**config.mk**
```make
export PLATFORM = sky130hd
export DESIGN_NAME = mult_job_sequencer_flat
export DESIGN_NICKNAME = d
export VERILOG_FILES = /design/src/rtl/mult_job_sequencer_if.sv /design/src/rtl/mult_job_sequencer.sv /design/src/flat_wrapper.sv
export SDC_FILE = /design/constraint.sdc
export NUM_CORES = 1
export LEC_CHECK = 0
export ABC_AREA = 1
export CAP_MARGIN = 40
export CORE_UTILIZATION = 45
export DETAILED_ROUTE_END_ITERATION = 8
export PLACE_DENSITY = 0.76
export SETUP_SLACK_MARGIN = 0.2
export SLEW_MARGIN = 20
export SYNTH_ARGS = -nofsm -noshare
export SYNTH_HDL_FRONTEND = slang
export SYNTH_SLANG_ARGS = --single-unit
export TNS_END_PERCENT = 20
```
**constraint.sdc**
```tcl
create_clock -name clk -period 1.9 [get_ports clk]
set_clock_uncertainty 0.1 [all_clocks]
set_input_delay 0.19 -clock clk [delete_from_list [all_inputs] [get_ports clk]]
set_output_delay 0.19 -clock clk [all_outputs]
set_load 0.005 [all_outputs]
```
**src/rtl/mult_job_sequencer_if.sv**
```systemverilog
`default_nettype none
// ============================================================================
//  Module      : mult_job_sequencer_if
//  Description : Handshake bundle for mult_job_sequencer.
//                Upstream   : in_valid/in_ready with signed operands in_a/in_b.
//                Multiplier : mul_a/mul_b operands, mul_start pulse,
//                             mul_done strobe and 2N-bit mul_result.
//                Downstream : out_valid/out_ready with out_result and out_err.
//                slave  = sequencer side, master = environment side.
//  Revision    : 1.0 - initial release
// ============================================================================
interface mult_job_sequencer_if #(
    parameter int N = 8
);
    logic             in_valid;
    logic             in_ready;
    logic [N-1:0]     in_a;
    logic [N-1:0]     in_b;
    logic [N-1:0]     mul_a;
    logic [N-1:0]     mul_b;
    logic             mul_start;
    logic             mul_done;
    logic [2*N-1:0]   mul_result;
    logic             out_valid;
    logic             out_ready;
    logic [2*N-1:0]   out_result;
    logic             out_err;

    modport slave (
        input  in_valid, in_a, in_b, mul_done, mul_result, out_ready,
        output in_ready, mul_a, mul_b, mul_start, out_valid, out_result, out_err
    );

    modport master (
        output in_valid, in_a, in_b, mul_done, mul_result, out_ready,
        input  in_ready, mul_a, mul_b, mul_start, out_valid, out_result, out_err
    );
endinterface
`default_nettype wire

```
**src/rtl/mult_job_sequencer.sv**
```systemverilog
`default_nettype none
// ============================================================================
//  Module      : mult_job_sequencer
//  Description : Operand/result sequencer around a signed multiplier.
//                Operand pairs are queued in a DEPTH-entry FIFO, issued to the
//                multiplier one at a time with a single-cycle start pulse, and
//                the product (or a zero/error result on timeout) is held on
//                the output handshake until accepted.
//  Ports       : clk       - clock, rising edge
//                reset     - asynchronous active-low reset
//                bus       - mult_job_sequencer_if.slave (in_*, mul_*, out_*)
//                busy      - FSM not IDLE or FIFO non-empty
//                jobs_done - count of completed output handshakes (wraps)
//  Revision    : 1.0 - initial release
// ============================================================================
module mult_job_sequencer #(
    parameter int N       = 8,
    parameter int DEPTH   = 2,
    parameter int TIMEOUT = 31
) (
    input  wire logic               clk,
    input  wire logic               reset,
    mult_job_sequencer_if.slave     bus,
    output logic                    busy,
    output logic [15:0]             jobs_done
);

    localparam int c_AW    = $clog2(DEPTH);
    localparam int c_CNT_W = c_AW + 1;

    typedef enum logic [1:0] {
        S_IDLE  = 2'd0,
        S_ISSUE = 2'd1,
        S_WAIT  = 2'd2,
        S_HOLD  = 2'd3
    } state_t;

    state_t             r_state;
    logic [N-1:0]       r_mem_a [DEPTH];
    logic [N-1:0]       r_mem_b [DEPTH];
    logic [c_AW-1:0]    r_wr_ptr;
    logic [c_AW-1:0]    r_rd_ptr;
    logic [c_CNT_W-1:0] r_count;
    logic [7:0]         r_timer;
    logic [N-1:0]       r_mul_a;
    logic [N-1:0]       r_mul_b;
    logic               r_mul_start;
    logic               r_out_valid;
    logic [2*N-1:0]     r_out_result;
    logic               r_out_err;
    logic [15:0]        r_jobs_done;

    logic               w_full;
    logic               w_empty;
    logic               w_push;
    logic               w_pop;

    assign w_full  = (r_count == c_CNT_W'(DEPTH));
    assign w_empty = (r_count == '0);
    assign w_push  = bus.in_valid && !w_full;
    // The FSM is the only consumer, and it only pops while IDLE.
    assign w_pop   = (r_state == S_IDLE) && !w_empty;

    // Storage carries no reset: its contents are unobservable while the
    // pointers and count say the FIFO is empty.
    always_ff @(posedge clk) begin
        if (w_push) begin
            r_mem_a[r_wr_ptr] <= bus.in_a;
            r_mem_b[r_wr_ptr] <= bus.in_b;
        end
    end

    always_ff @(posedge clk or negedge reset) begin
        if (!reset) begin
            r_state      <= S_IDLE;
            r_wr_ptr     <= '0;
            r_rd_ptr     <= '0;
            r_count      <= '0;
            r_timer      <= '0;
            r_mul_a      <= '0;
            r_mul_b      <= '0;
            r_mul_start  <= 1'b0;
            r_out_valid  <= 1'b0;
            r_out_result <= '0;
            r_out_err    <= 1'b0;
            r_jobs_done  <= '0;
        end else begin
            // Pointers wrap naturally because DEPTH is a power of two.
            if (w_push) r_wr_ptr <= r_wr_ptr + c_AW'(1);
            if (w_pop)  r_rd_ptr <= r_rd_ptr + c_AW'(1);
            case ({w_push, w_pop})
                2'b10:   r_count <= r_count + c_CNT_W'(1);
                2'b01:   r_count <= r_count - c_CNT_W'(1);
                default: r_count <= r_count;
            endcase

            // Start is high only in the single ISSUE cycle.
            r_mul_start <= 1'b0;

            case (r_state)
                S_IDLE: begin
                    if (!w_empty) begin
                        r_mul_a     <= r_mem_a[r_rd_ptr];
                        r_mul_b     <= r_mem_b[r_rd_ptr];
                        r_mul_start <= 1'b1;
                        r_state     <= S_ISSUE;
                    end
                end
                S_ISSUE: begin
                    r_timer <= '0;
                    r_state <= S_WAIT;
                end
                S_WAIT: begin
                    // A completion on the final timeout cycle still wins.
                    if (bus.mul_done) begin
                        r_out_result <= bus.mul_result;
                        r_out_err    <= 1'b0;
                        r_out_valid  <= 1'b1;
                        r_state      <= S_HOLD;
                    end else if (r_timer == 8'(TIMEOUT)) begin
                        r_out_result <= '0;
                        r_out_err    <= 1'b1;
                        r_out_valid  <= 1'b1;
                        r_state      <= S_HOLD;
                    end else begin
                        r_timer <= r_timer + 8'd1;
                    end
                end
                S_HOLD: begin
                    if (bus.out_ready) begin
                        r_out_valid <= 1'b0;
                        r_jobs_done <= r_jobs_done + 16'd1;
                        r_state     <= S_IDLE;
                    end
                end
                default: r_state <= S_IDLE;
            endcase
        end
    end

    assign bus.in_ready   = !w_full;
    assign bus.mul_a      = r_mul_a;
    assign bus.mul_b      = r_mul_b;
    assign bus.mul_start  = r_mul_start;
    assign bus.out_valid  = r_out_valid;
    assign bus.out_result = r_out_result;
    assign bus.out_err    = r_out_err;
    assign busy           = (r_state != S_IDLE) || !w_empty;
    assign jobs_done      = r_jobs_done;

endmodule
`default_nettype wire

```
**src/flat_wrapper.sv**
```systemverilog
// flat-port wrapper written by rule: the top's interface ports become plain ports
module mult_job_sequencer_flat 
#(
    parameter int N       = 8,
    parameter int DEPTH   = 2,
    parameter int TIMEOUT = 31
)
  (clk, reset, busy, jobs_done, bus_in_valid, bus_in_a, bus_in_b, bus_mul_done, bus_mul_result, bus_out_ready, bus_in_ready, bus_mul_a, bus_mul_b, bus_mul_start, bus_out_valid, bus_out_result, bus_out_err);
  mult_job_sequencer_if #(.N(N)) bus_i ();
  input  wire logic clk;
  input  wire logic reset;
  output logic busy;
  output logic [15:0] jobs_done;
  input wire logic [$bits(bus_i.in_valid)-1:0] bus_in_valid;
  input wire logic [$bits(bus_i.in_a)-1:0] bus_in_a;
  input wire logic [$bits(bus_i.in_b)-1:0] bus_in_b;
  input wire logic [$bits(bus_i.mul_done)-1:0] bus_mul_done;
  input wire logic [$bits(bus_i.mul_result)-1:0] bus_mul_result;
  input wire logic [$bits(bus_i.out_ready)-1:0] bus_out_ready;
  output wire logic [$bits(bus_i.in_ready)-1:0] bus_in_ready;
  output wire logic [$bits(bus_i.mul_a)-1:0] bus_mul_a;
  output wire logic [$bits(bus_i.mul_b)-1:0] bus_mul_b;
  output wire logic [$bits(bus_i.mul_start)-1:0] bus_mul_start;
  output wire logic [$bits(bus_i.out_valid)-1:0] bus_out_valid;
  output wire logic [$bits(bus_i.out_result)-1:0] bus_out_result;
  output wire logic [$bits(bus_i.out_err)-1:0] bus_out_err;
  assign bus_i.in_valid = bus_in_valid;
  assign bus_i.in_a = bus_in_a;
  assign bus_i.in_b = bus_in_b;
  assign bus_i.mul_done = bus_mul_done;
  assign bus_i.mul_result = bus_mul_result;
  assign bus_i.out_ready = bus_out_ready;
  assign bus_in_ready = bus_i.in_ready;
  assign bus_mul_a = bus_i.mul_a;
  assign bus_mul_b = bus_i.mul_b;
  assign bus_mul_start = bus_i.mul_start;
  assign bus_out_valid = bus_i.out_valid;
  assign bus_out_result = bus_i.out_result;
  assign bus_out_err = bus_i.out_err;
  mult_job_sequencer #(.N(N), .DEPTH(DEPTH), .TIMEOUT(TIMEOUT)) u_core (.clk(clk), .reset(reset), .bus(bus_i), .busy(busy), .jobs_done(jobs_done));
endmodule
```
* Word-level counts from Yosys, hierarchy flattened
Memory sizes are Yosys's and may differ from the RTL's. A register that Yosys moved wholly into a read port is not among the register bits. Cells that the tools add are included.
Word-level totals: logic and storage cells 71, memories 2, register bits after elaboration 49, input port bits 37, RAM bits 32, output and inout port bits 53
Memory list:
- u_core.r_mem_a | depth 2, bits a word 8, read ports 1, clocked after Yosys merged registers in 1, wr ports 1, line mult_job_sequencer.sv:39 | logic [N-1:0] r_mem_a [DEPTH];
- u_core.r_mem_b | depth 2, bits a word 8, read ports 1, clocked after Yosys merged registers in 1, wr ports 1, line mult_job_sequencer.sv:40 | logic [N-1:0] r_mem_b [DEPTH];
Operators by class: reductions and logical operators 20, $add $sub $neg 6, bitwise logic cells 1, muxes and demuxes 20, eq/ne operators 12
Operators by type and width (count):
- $mux 16 | 2
- $add 16x1->16 const B | 1
- $mux 8 | 2
- $pmux 8 s2 | 1
- $reduce_bool 2->1 | 5
- $reduce_and 3->1 | 3
- $add 8x1->8 const B | 1
- $eq 2x2->1 const B | 4
- $eq 8x5->1 const B | 1
- $mux 1 | 8
- $mux 2 | 4
- $ne 2x2->1 const B | 4
- $pmux 2 s4 | 1
- $reduce_and 2->1 | 3
- $eq 2x1->1 const B | 2
- $logic_not 1->1 | 4
- $logic_not 2->1 | 2
- $pmux 2 s2 | 1
- $ne 3x2->1 const B | 1
- $add 1x1->1 const B | 2
- $add 2x1->2 const B | 1
- $logic_and 1x1->1 | 2
- $pmux 1 s2 | 1
- $sub 2x1->2 const B | 1
- 2 further kinds | 2

* Longest topological paths before layout
Gate-level depths: netlist of run 1.
word-level depth 5, gate-level depth with buffers 9, depth with buffers taken out 9

* Worst setup path after synthesis of run 1
No wires, ideal clock.
path kind reg-to-reg, from reg u_core.r_state[0], to reg u_core.r_count[1], slack 3 ps, required time 1669 ps, period minus slack after synthesis 1897 ps, arrival 1667 ps, stages on the path, launching flop included 10, path buffers 1, library setup time 131 ps, cells stage by stage dfrtp_1 > inv_1 > ha_1 > inv_1 > a21oi_4 > buf_2 > ha_1 > a21oi_1 > o21ai_0 > xor2_1
On the way: word-level cells in the longest chain between the ends 4
RTL lines:
- from (decl) | line mult_job_sequencer.sv:38 | state_t r_state;
- from (signal assigned) | line mult_job_sequencer.sv:75 | r_state <= S_IDLE;
- from (signal assigned) | line mult_job_sequencer.sv:106 | r_state <= S_ISSUE;
- from (signal assigned) | line mult_job_sequencer.sv:111 | r_state <= S_WAIT;
- $logic_not 2->1 (*) | line mult_job_sequencer.sv:62 | assign w_pop = (r_state == S_IDLE) && !w_empty;
- $logic_and 1x1->1 (*) | line mult_job_sequencer.sv:62
- net u_core.w_pop | line mult_job_sequencer.sv:56 | logic w_pop;
- $eq 2x1->1 / $eq 2x2->1 (equally long branches) | line mult_job_sequencer.sv:91 | case ({w_push, w_pop})
- $pmux 2 s2 / $reduce_bool 2->1 (equally long branches)
- to (signal assigned) | line mult_job_sequencer.sv:92 | 2'b10: r_count <= r_count + c_CNT_W'(1);
- to (signal assigned) | line mult_job_sequencer.sv:93 | 2'b01: r_count <= r_count - c_CNT_W'(1);
- to (signal assigned) | line mult_job_sequencer.sv:94 | default: r_count <= r_count;
- to (decl) | line mult_job_sequencer.sv:43 | logic [c_CNT_W-1:0] r_count;
The timed path passes the listed nets; every way through them passes the cells marked *. A chain may end at the register's enable or synchronous reset.

* Final worst setup path of run 1
from reg u_core.r_count[0], to reg u_core.r_count[1]
On the way: word-level cells in the longest chain between the ends 5
RTL lines (line):
- $eq 2x2->1 / $logic_not 2->1 (equally long branches) | mult_job_sequencer.sv:58, mult_job_sequencer.sv:59
- $logic_not 1->1, on equally long branches | mult_job_sequencer.sv:60, mult_job_sequencer.sv:62
- $logic_and 1x1->1, on equally long branches | mult_job_sequencer.sv:60, mult_job_sequencer.sv:62
- $eq 2x1->1 / $eq 2x2->1 (equally long branches) | mult_job_sequencer.sv:91
- $pmux 2 s2 / $reduce_bool 2->1 (equally long branches)
Parallel ways exist; a longest one is shown, timed or not.

==> results.sh, run 1 <==
export IMPL_worstPathCellList="inv_1, nand2_1, nand2_1, ha_4, a21oi_1, o21ai_1, xor2_1"
export IMPL_final_hold_violation_count=0
export IMPL_synth_cell_types=29
export IMPL_yosysTopAreaCell="dfrtp_1"
export IMPL_required_ns=2.05
export IMPL_grt_ovfl_total=0
export IMPL_dpl_cell_area_mm2=0.00511
export IMPL_drc_errors=0
export IMPL_path_max_fanout=3
export IMPL_clk_latency_ns=0.36
export IMPL_synthDominantCellAreaShare_pct=40.1
export IMPL_critical_path_class="reg -> reg"
export IMPL_whs_ns=0.200
export IMPL_track_usage_pct=18.3
export IMPL_avgSynthCellArea_um2=10.2
export IMPL_path_clk_slew_ns=0.10
export IMPL_netlist_instances=399
export IMPL_initial_core_util_pct=46.5
export IMPL_critPathCaptureType="flop"
export IMPL_use_met1_pct=22.0
export IMPL_wire_per_inst_um=13.2
export IMPL_core_area_mm2=0.00872
export IMPL_vias=3053
export IMPL_synthFlopType="dfrtp_1"
export IMPL_synth_area_mm2=0.00406
export IMPL_die_w_um=97.0
export IMPL_syn_nets=443
export IMPL_async_flop_share_pct=67.0
export IMPL_fillers=693
export IMPL_grt_setup_unrepaired="yes"
export IMPL_portBuffers=89
export IMPL_synth_area_leaders="dfrtp_1 40%, edfxtp_1 24%, nand2_1 13%, nor2_1 3.6%, a31oi_1 2.5%"
export IMPL_tns_ns=0
export IMPL_cts_tree="yes"
export IMPL_die_y_um=97.0
export IMPL_hpwl_um=5780
export IMPL_grt_first_pass_wirelength_um=13700
export IMPL_cp_arrival_ns=1.83
export IMPL_wirelength_um=8180
export IMPL_hp_class="in -> async"
export IMPL_finalWeightedCongestion=0.812
export IMPL_cts_sinks=97
export IMPL_cp_top_family="flip-flops"
export IMPL_post_route_period_util_pct=88.5
export IMPL_ys_top_cells_by_count="136 x nand2_1, 65 x dfrtp_1, 39 x nor2_1"
export IMPL_slowest_stage="dfrtp_1"
export IMPL_clk_path_buf_depth=2
export IMPL_final_nets=550
export IMPL_yosysMostFrequentCell="nand2_1"
export IMPL_max_cap_viol_count=0
export IMPL_synth_seq_cells=97
export IMPL_synth_edf_count=32
export IMPL_viasPerCell=4.93
export IMPL_ys_seq_area_share_pct=63.7
export IMPL_dpl_worst_slack_ns=0.115
export IMPL_fin_ws_ns=0.219
export IMPL_period_needed_ns=1.68
export IMPL_antenna_found_initial=0
export IMPL_fin_area_mm2=0.00542
export IMPL_cts_buffers=9
export IMPL_n_antenna_cell=0
export IMPL_use_met2_pct=31.6
export IMPL_leakagePower_nw=2.38
export IMPL_cp_start_kind="flop"
export IMPL_dp_cells=595
export IMPL_grt_max_degree=35
export IMPL_dieArea_mm2=0.00940
export IMPL_top_usage_layer="met2"
export IMPL_synth_warnings=0
export IMPL_drt_iter0_drc=182
export IMPL_stdcell_count=619
export IMPL_final_layout_size_suffix_gt1_share_pct=12.1
export IMPL_max_stage_delay_ns=0.40
export IMPL_status="finished, final reports clean"
export IMPL_setup_viol=0
export IMPL_io_pins=90
export IMPL_h_tree_depth=3
export IMPL_worst_pin_slew_ns=0.512
export IMPL_antenna_left=0
export IMPL_finalMaxSlewViolations=0
export IMPL_dr_pass1_iters=4
export IMPL_worst_path_buf_inv=1
export IMPL_power_density_mw_per_mm2=1370
export IMPL_slew_headroom_pct=65.9
export IMPL_first_global_vias=2978
export IMPL_peakVddDrop_uv=736
export IMPL_num_rows=34
export IMPL_path_common_cell="nand2_1"
export IMPL_cts_root_buf="clkbuf_8"
export IMPL_met3_usage_pct=5.35
export IMPL_area_growth_pct=33.5
export IMPL_clock_fmax_mhz=595
power by group:
| part | leakage (nW) | internal, mW | switching [mW] |
|---|---|---|---|
| clock network | 0.0973 | 0.509 | 0.726 |
| logic | 1.18 | 1.50 | 1.45 |
| registers | 1.10 | 2.84 | 0.377 |
| total | 2.38 | 4.85 | 2.55 |
state kept, by name, indices dropped and copies added, names as in the netlist:
name,count
u_core.r_wr_ptr,1
u_core.bus.out_valid,1
u_core.r_rd_ptr,1
u_core.jobs_done,16
u_core.bus.out_result,16
u_core.bus.out_err,1
u_core.r_timer,8
u_core.bus.mul_a,8
u_core.bus.mul_start,1
u_core.r_count,2
u_core.bus.mul_b,8
u_core.r_mem_b,16
u_core.r_mem_a,16
u_core.r_state,2
cells by family after synthesis:
family / share of synthesized area [%]
and+or+nand+nor: 22.9
adders and majority gates: 2.16
AOI/OAI and AO/OA: 3.92
buffers and inverters: 3.98
DFF: 63.7
muxes: 0.277
xor gates and xnor gates: 3.02
per-layer routing:
metal	up-vias	part of all wire [%]	routed length [µm]
li1	1510	-	-
met1	1451	43	3540
met2	83	50	4100
met3	9	5.4	439
met4	0	1.1	90
met5	-	0	0
path summary, 6_finish.rpt:
check	slack, ns	cells past startpoint	from	to
setup reg to reg	0.22	7	u_core.r_count[0]	u_core.r_count[1]
hold / removal	0.20	2	reset	u_core.bus.out_result[2]
hold reg to reg	0.38	2	u_core.bus.out_valid	u_core.bus.out_valid
max in group asynchronous	0.78	3	reset	u_core.r_wr_ptr
min in group clk	0.26	3	bus_mul_result[12]	u_core.bus.out_result[12]
setup / recovery	0.22	7	u_core.r_count[0]	u_core.r_count[1]
metrics by stage:
step	power, mW	util [%]
floorplan	4.65	-
global placement	5.90	58.6
detailed placement	6.01	58.6
CTS	7.28	60.8
global route	7.95	62.1
finish	7.40	62.1
timing repair:
item                                    CTS  global route
hold buffers                              1             0
endpoints found under the setup margin   11            58
endpoints found under the hold margin    17             0
resized for setup                         3            16
pin swaps                                 0             3
setup buffers                             1             6
cell type report:
class	instances	area [µm²]	area share, %
Multi-Input combinational cell	266	1360	25.1
Inverter	27	101	1.87
Clock buffer	10	131	2.42
Clock inverter	6	46.3	0.854
Timing Repair Buffer	105	1060	19.5
Sequential cell	97	2590	47.8
Tap cell	108	135	2.49
worst reg2reg max path, cell delays in order (launching register included):
cell and delay (ns):
dfrtp_1 0.40, inv_1 0.15, nand2_1 0.14, nand2_1 0.20, ha_4 0.24, a21oi_1 0.12
o21ai_1 0.09, xor2_1 0.14
layout by cell type (no fill, tap or decap), drive strengths merged, types with 2 or more instances in the layout:
| cell type | synthesis | routed |
|---|---|---|
| a21oi | 6 | 6 |
| nand2 | 141 | 141 |
| edfxtp | 32 | 32 |
| dfrtp | 65 | 65 |
| xnor2 | 5 | 5 |
| inv | 26 | 31 |
| ha | 7 | 7 |
| nor2 | 45 | 45 |
| clkbuf | 2 | 11 |
| nand3 | 19 | 19 |
| nor3 | 4 | 4 |
| xor2 | 9 | 9 |
| clkdlybuf4s50 | 0 | 86 |
| o21ai | 2 | 2 |
| nand4 | 8 | 8 |
| clkinv | 1 | 2 |
| buf | 7 | 16 |
| a31oi | 16 | 16 |
Power figures use the tool's default switching activity.
==> run 2, diff against run 1 <==
--- a/config.mk
+++ b/config.mk
@@ -9,6 +9,7 @@
 export CAP_MARGIN = 40
 export CORE_UTILIZATION = 45
 export DETAILED_ROUTE_END_ITERATION = 8
+export GPL_TIMING_DRIVEN = 0
 export PLACE_DENSITY = 0.76
 export SETUP_SLACK_MARGIN = 0.2
 export SLEW_MARGIN = 20
==> run 2 against run 1 <==
  * Fmax is 1.1% lower
  * Worst hold slack worse by 0.081 ns
  * Power is 6.1% higher
  * Global-route usage is 0.84 points higher
  * Clock power is 15% higher
  * Critical path type unchanged
  * Highest routed layer unchanged
==> results.sh, run 2 (same netlist as run 1, synthesis figures left out) <==
export IMPL_status="finished, final reports clean"
export IMPL_antenna_found_initial=0
export IMPL_worstPathCellList="inv_2, ha_4, inv_2, a21oi_4, buf_6, ha_4, a21oi_2, o21ai_1, xor2_1"
export IMPL_track_usage_pct=19.1
export IMPL_max_stage_delay_ns=0.44
export IMPL_fin_area_mm2=0.00555
export IMPL_area_growth_pct=36.7
export IMPL_h_tree_depth=3
export IMPL_dp_cells=598
export IMPL_finalMaxSlewViolations=0
export IMPL_wirelength_um=8630
export IMPL_cts_root_buf="clkbuf_8"
export IMPL_path_clk_slew_ns=0.11
export IMPL_drc_errors=0
export IMPL_grt_max_degree=52
export IMPL_final_nets=559
export IMPL_max_cap_viol_count=0
export IMPL_fin_ws_ns=0.200
export IMPL_dr_pass1_iters=4
export IMPL_portBuffers=89
export IMPL_peakVddDrop_uv=948
export IMPL_grt_first_pass_wirelength_um=14200
export IMPL_n_antenna_cell=0
export IMPL_io_pins=90
export IMPL_grt_ovfl_total=0
export IMPL_cts_sinks=97
export IMPL_die_w_um=97.0
export IMPL_first_global_vias=2985
export IMPL_dpl_worst_slack_ns=-0.210
export IMPL_slew_headroom_pct=67.7
export IMPL_path_max_fanout=4
export IMPL_hp_class="in -> async"
export IMPL_grt_setup_unrepaired="yes"
export IMPL_critPathCaptureType="flop"
export IMPL_cp_start_kind="flop"
export IMPL_clk_path_buf_depth=2
export IMPL_cts_buffers=9
export IMPL_setup_viol=0
export IMPL_initial_core_util_pct=46.5
export IMPL_num_rows=34
export IMPL_final_hold_violation_count=0
export IMPL_required_ns=2.05
export IMPL_finalCoreUtilization_pct=63.6
export IMPL_worst_pin_slew_ns=0.483
export IMPL_whs_ns=0.119
export IMPL_clockPowerShare_pct=18.3
export IMPL_finalWeightedCongestion=0.775
export IMPL_p_sw_mw=2.70
export IMPL_vias=3105
export IMPL_dieArea_mm2=0.00940
export IMPL_slowest_stage="dfrtp_2"
export IMPL_cts_tree="yes"
export IMPL_post_route_period_util_pct=89.5
export IMPL_final_cell_mix="134 x nand2_1, 87 x clkdlybuf4s50_1, 63 x dfrtp_1"
export IMPL_drt_iter0_drc=78
export IMPL_p_int_mw=5.16
export IMPL_dpl_cell_area_mm2=0.00513
export IMPL_leakagePower_nw=2.42
export IMPL_clock_fmax_mhz=588
export IMPL_wire_per_inst_um=13.7
export IMPL_cp_arrival_ns=1.85
export IMPL_core_area_mm2=0.00872
export IMPL_viasPerCell=4.94
export IMPL_stdcell_count=628
export IMPL_power_density_mw_per_mm2=1410
export IMPL_critical_path_class="reg -> reg"
export IMPL_antenna_left=0
export IMPL_period_needed_ns=1.70
export IMPL_hpwl_um=5940
export IMPL_p_seq_share_pct=40.9
export IMPL_die_y_um=97.0
export IMPL_mostFrequentLayoutCell="nand2_1"
export IMPL_final_layout_size_suffix_gt1_share_pct=14.6
export IMPL_clk_latency_ns=0.37
export IMPL_swShare_pct=34.3
export IMPL_comb_power_share_pct=40.8
## run 2: cell types whose count changed in the layout (fill, tap and decap cells not counted), sizes merged
cell,before,now
buf,16,24
inv,31,28
clkbuf,11,13
bufinv,0,1
clkdlybuf4s50,86,87
clkinvlp,0,1
dlygate4sd2,1,0
## run 2: per-stage QoR
stage | TNS, ns | power (mW)
2_1_floorplan | 0 | 4.65
3_3_place_gp | -118.00 | 5.92
3_5_place_dp | -1.30 | 6.08
4_1_cts | 0 | 7.66
5_1_grt | 0 | 8.36
6_report | 0 | 7.85
## run 2: critical path, delay by kind of cell, from the launching register on
kind / cells / cell delay [ns]
flops: 1 / 0.44
xor+xnor: 1 / 0.14
buf+inv: 3 / 0.28
compound gates: 3 / 0.30
fa+ha+maj: 2 / 0.35
## run 2: metal layers
metal / track usage [%] / part of all wire (%)
met1: 24.2 / 43
met2: 31.3 / 49
met3: 4.62 / 4.9
met4: 8.15 / 2.1
met5: 0 / 0
## run 2: power groups by stage
stage | Sequential, mW | Combinational (mW) | Clock (mW)
after floorplan | 3.22 | 1.43 | 0
after global placement | 3.23 | 2.69 | 0
after detailed placement | 3.25 | 2.83 | 0
after CTS | 3.21 | 2.99 | 1.46
after global routing | 3.28 | 3.53 | 1.55
final | 3.21 | 3.20 | 1.43
## run 2: path summary, 6_finish.rpt
path,from,endpoint,slack (ns),cells after the start
setup reg to reg,u_core.r_state[1],u_core.r_count[1],0.20,9
max in group asynchronous,reset,u_core.r_state[1],1.05,3
hold / removal,reset,u_core.r_timer[6],0.12,2
setup / recovery,u_core.r_state[1],u_core.r_count[1],0.20,9
hold reg to reg,u_core.bus.out_result[9],u_core.bus.out_result[9],0.38,2
min in group clk,bus_mul_result[15],u_core.bus.out_result[15],0.25,3
## run 2: layout make-up
class	instances	area, µm²
Clock buffer	11	153
Tap cell	108	135
Fill cell	695	3170
Clock inverter	5	60.1
Timing Repair Buffer	105	1030
Inverter	27	103
Multi-Input combinational cell	266	1410
Sequential cell	97	2590
Buffer	9	67.6
## run 2: timing repair
action,CTS,global route
hold buffers,1,0
resized for setup,16,18
endpoints found under the setup margin,52,57
pin swaps,0,4
buffers inserted,4,9
hold endpoints to repair,65,0
==> run 3, diff against run 2 <==
--- a/config.mk
+++ b/config.mk
@@ -7,6 +7,7 @@
 export LEC_CHECK = 0
 export ABC_AREA = 1
 export CAP_MARGIN = 40
+export CORE_MARGIN = 3
 export CORE_UTILIZATION = 45
 export DETAILED_ROUTE_END_ITERATION = 8
 export GPL_TIMING_DRIVEN = 0
==> run 3 against run 2 <==
  * Register-to-register slack worse by 0.02 ns
  * Global-route usage shrank 2.0 points
  * Sequential power barely moved
  * Wire length down 4.9%
  * Non-clock buffer count decreased by 7
  * Power shrank 3.6%
  * Flip-flop and latch count unchanged
  * Worst setup slack worse by 0.015 ns
  * Core utilization shrank 1.2 points
  * Combinational power fell by 7.2%
  * Clock-buffer cell count fell by 2
  * Fmax shrank 0.88%
==> results.sh, run 3 (same netlist as run 1, synthesis figures left out) <==
export IMPL_status="finished, final reports clean"
export IMPL_path_clk_slew_ns=0.10
export IMPL_finalWeightedCongestion=0.805
export IMPL_antenna_left=0
export IMPL_io_pins=90
export IMPL_cts_sinks=97
export IMPL_grt_max_degree=44
export IMPL_worst_pin_slew_ns=0.505
export IMPL_cts_tree="yes"
export IMPL_p_seq_share_pct=42.2
export IMPL_die_w_um=101
export IMPL_dieArea_mm2=0.0102
export IMPL_setup_viol=0
export IMPL_h_tree_depth=3
export IMPL_path_common_cell="inv_2"
export IMPL_cts_buffers=9
export IMPL_wire_per_inst_um=13.2
export IMPL_critical_path_class="reg -> reg"
export IMPL_dr_pass1_iters=4
export IMPL_initial_core_util_pct=46.5
export IMPL_clk_latency_ns=0.36
export IMPL_final_nets=552
export IMPL_hpwl_um=5850
export IMPL_peakVddDrop_uv=667
export IMPL_wl_met2_um=4090
export IMPL_cts_root_buf="clkbuf_8"
export IMPL_comb_power_share_pct=39.3
export IMPL_topRoutingLayerUsed="met4"
export IMPL_hp_class="in -> async"
export IMPL_grt_setup_unrepaired="yes"
export IMPL_cp_arrival_ns=1.87
export IMPL_path_max_fanout=2
export IMPL_track_usage_pct=17.1
export IMPL_leakagePower_nw=2.39
export IMPL_finalMaxSlewViolations=0
export IMPL_cp_top_family="flip-flops"
export IMPL_post_route_period_util_pct=90.3
export IMPL_grt_ovfl_total=0
export IMPL_critPathCaptureType="flop"
export IMPL_p_int_mw=4.97
export IMPL_routed_wl_met3_um=472
export IMPL_slowest_stage="dfrtp_1"
export IMPL_clockPowerShare_pct=18.5
export IMPL_core_area_mm2=0.00872
export IMPL_worstPathCellList="inv_2, ha_4, inv_2, a21oi_4, buf_6, ha_1, a21oi_1, o21ai_1, xor2_1"
export IMPL_clk_path_buf_depth=2
export IMPL_reg2reg_slack_ns=0.18
export IMPL_fillers=710
export IMPL_swShare_pct=34.4
export IMPL_clock_fmax_mhz=583
export IMPL_whs_ns=0.151
export IMPL_die_y_um=101
export IMPL_required_ns=2.06
export IMPL_drt_iter0_drc=102
export IMPL_slew_headroom_pct=66.3
export IMPL_wirelength_um=8210
export IMPL_final_layout_size_suffix_gt1_share_pct=12.5
export IMPL_num_rows=34
export IMPL_drc_errors=0
export IMPL_mostFrequentLayoutCell="nand2_1"
export IMPL_area_growth_pct=34.1
export IMPL_period_needed_ns=1.72
export IMPL_max_stage_delay_ns=0.40
export IMPL_portBuffers=89
export IMPL_n_antenna_cell=0
export IMPL_final_hold_violation_count=0
export IMPL_max_cap_viol_count=0
export IMPL_worst_path_buf_inv=3
export IMPL_viasPerCell=4.92
export IMPL_grt_first_pass_wirelength_um=13900
export IMPL_final_cell_mix="135 x nand2_1, 86 x clkdlybuf4s50_1, 65 x dfrtp_1"
export IMPL_antenna_found_initial=0
export IMPL_p_sw_mw=2.60
export IMPL_wl_met1_um=3540
export IMPL_finalCoreUtilization_pct=62.4
export IMPL_cp_start_kind="flop"
export IMPL_power_density_mw_per_mm2=1390
export IMPL_first_global_vias=3049
export IMPL_vias=3057
-- run 3: metal layers --
layer  up-vias  GRT usage [%]
li1       1519              -
met1      1437           21.8
met2        90           28.9
met3        11           3.46
met4         0           5.93
met5         -              0
-- run 3: per-stage QoR --
stage	std cells	setup slack, ns	instance area [µm²]	setup TNS (ns)	power, mW
global route	621	0.0940	5440	0	8.14
CTS	621	0.130	5400	0	7.60
floorplan	399	0.0260	4060	0	4.65
global placement	596	-1.62	5090	-113.17	5.92
detailed placement	597	-0.174	5110	-3.26	6.04
finish	621	0.185	5440	0	7.57
-- run 3: final timing paths --
kind | startpoint | end | cells past startpoint
hold reg to reg | u_core.bus.out_result[3] | u_core.bus.out_result[3] | 2
max in group asynchronous | reset | u_core.bus.mul_b[0] | 3
setup reg to reg | u_core.r_state[0] | u_core.r_count[1] | 9
min in group clk | bus_mul_result[13] | u_core.bus.out_result[13] | 3
hold / removal | reset | u_core.bus.out_result[13] | 2
setup / recovery | u_core.r_state[0] | u_core.r_count[1] | 9
-- run 3: timing repair --
action	4_1_cts	5_1_grt
endpoints found under the hold margin	65	0
gates cloned	0	0
pin swaps	1	0
setup buffers	7	0
endpoints found under the setup margin	58	44
gates resized for setup	14	13
hold buffers	1	0
-- run 3: layout make-up --
cell class,count,area [µm²],share of cell area [%]
sequential,97,2590,47.5
clock inverter,7,83.8,1.54
multi-input combinational,266,1370,25.2
clock buffer,9,124,2.28
inverter,27,105,1.93
buffer,9,67.6,1.24
timing repair buffer,98,968,17.8
tap,108,135,2.48
-- run 3: power groups by stage --
stage               registers [mW]  logic, mW  clock network (mW)
floorplan                     3.22       1.43                   0
global placement              3.23       2.69                   0
detailed placement            3.26       2.78                   0
CTS                           3.20       2.96                1.44
global route                  3.28       3.34                1.52
finish                        3.20       2.97                1.40
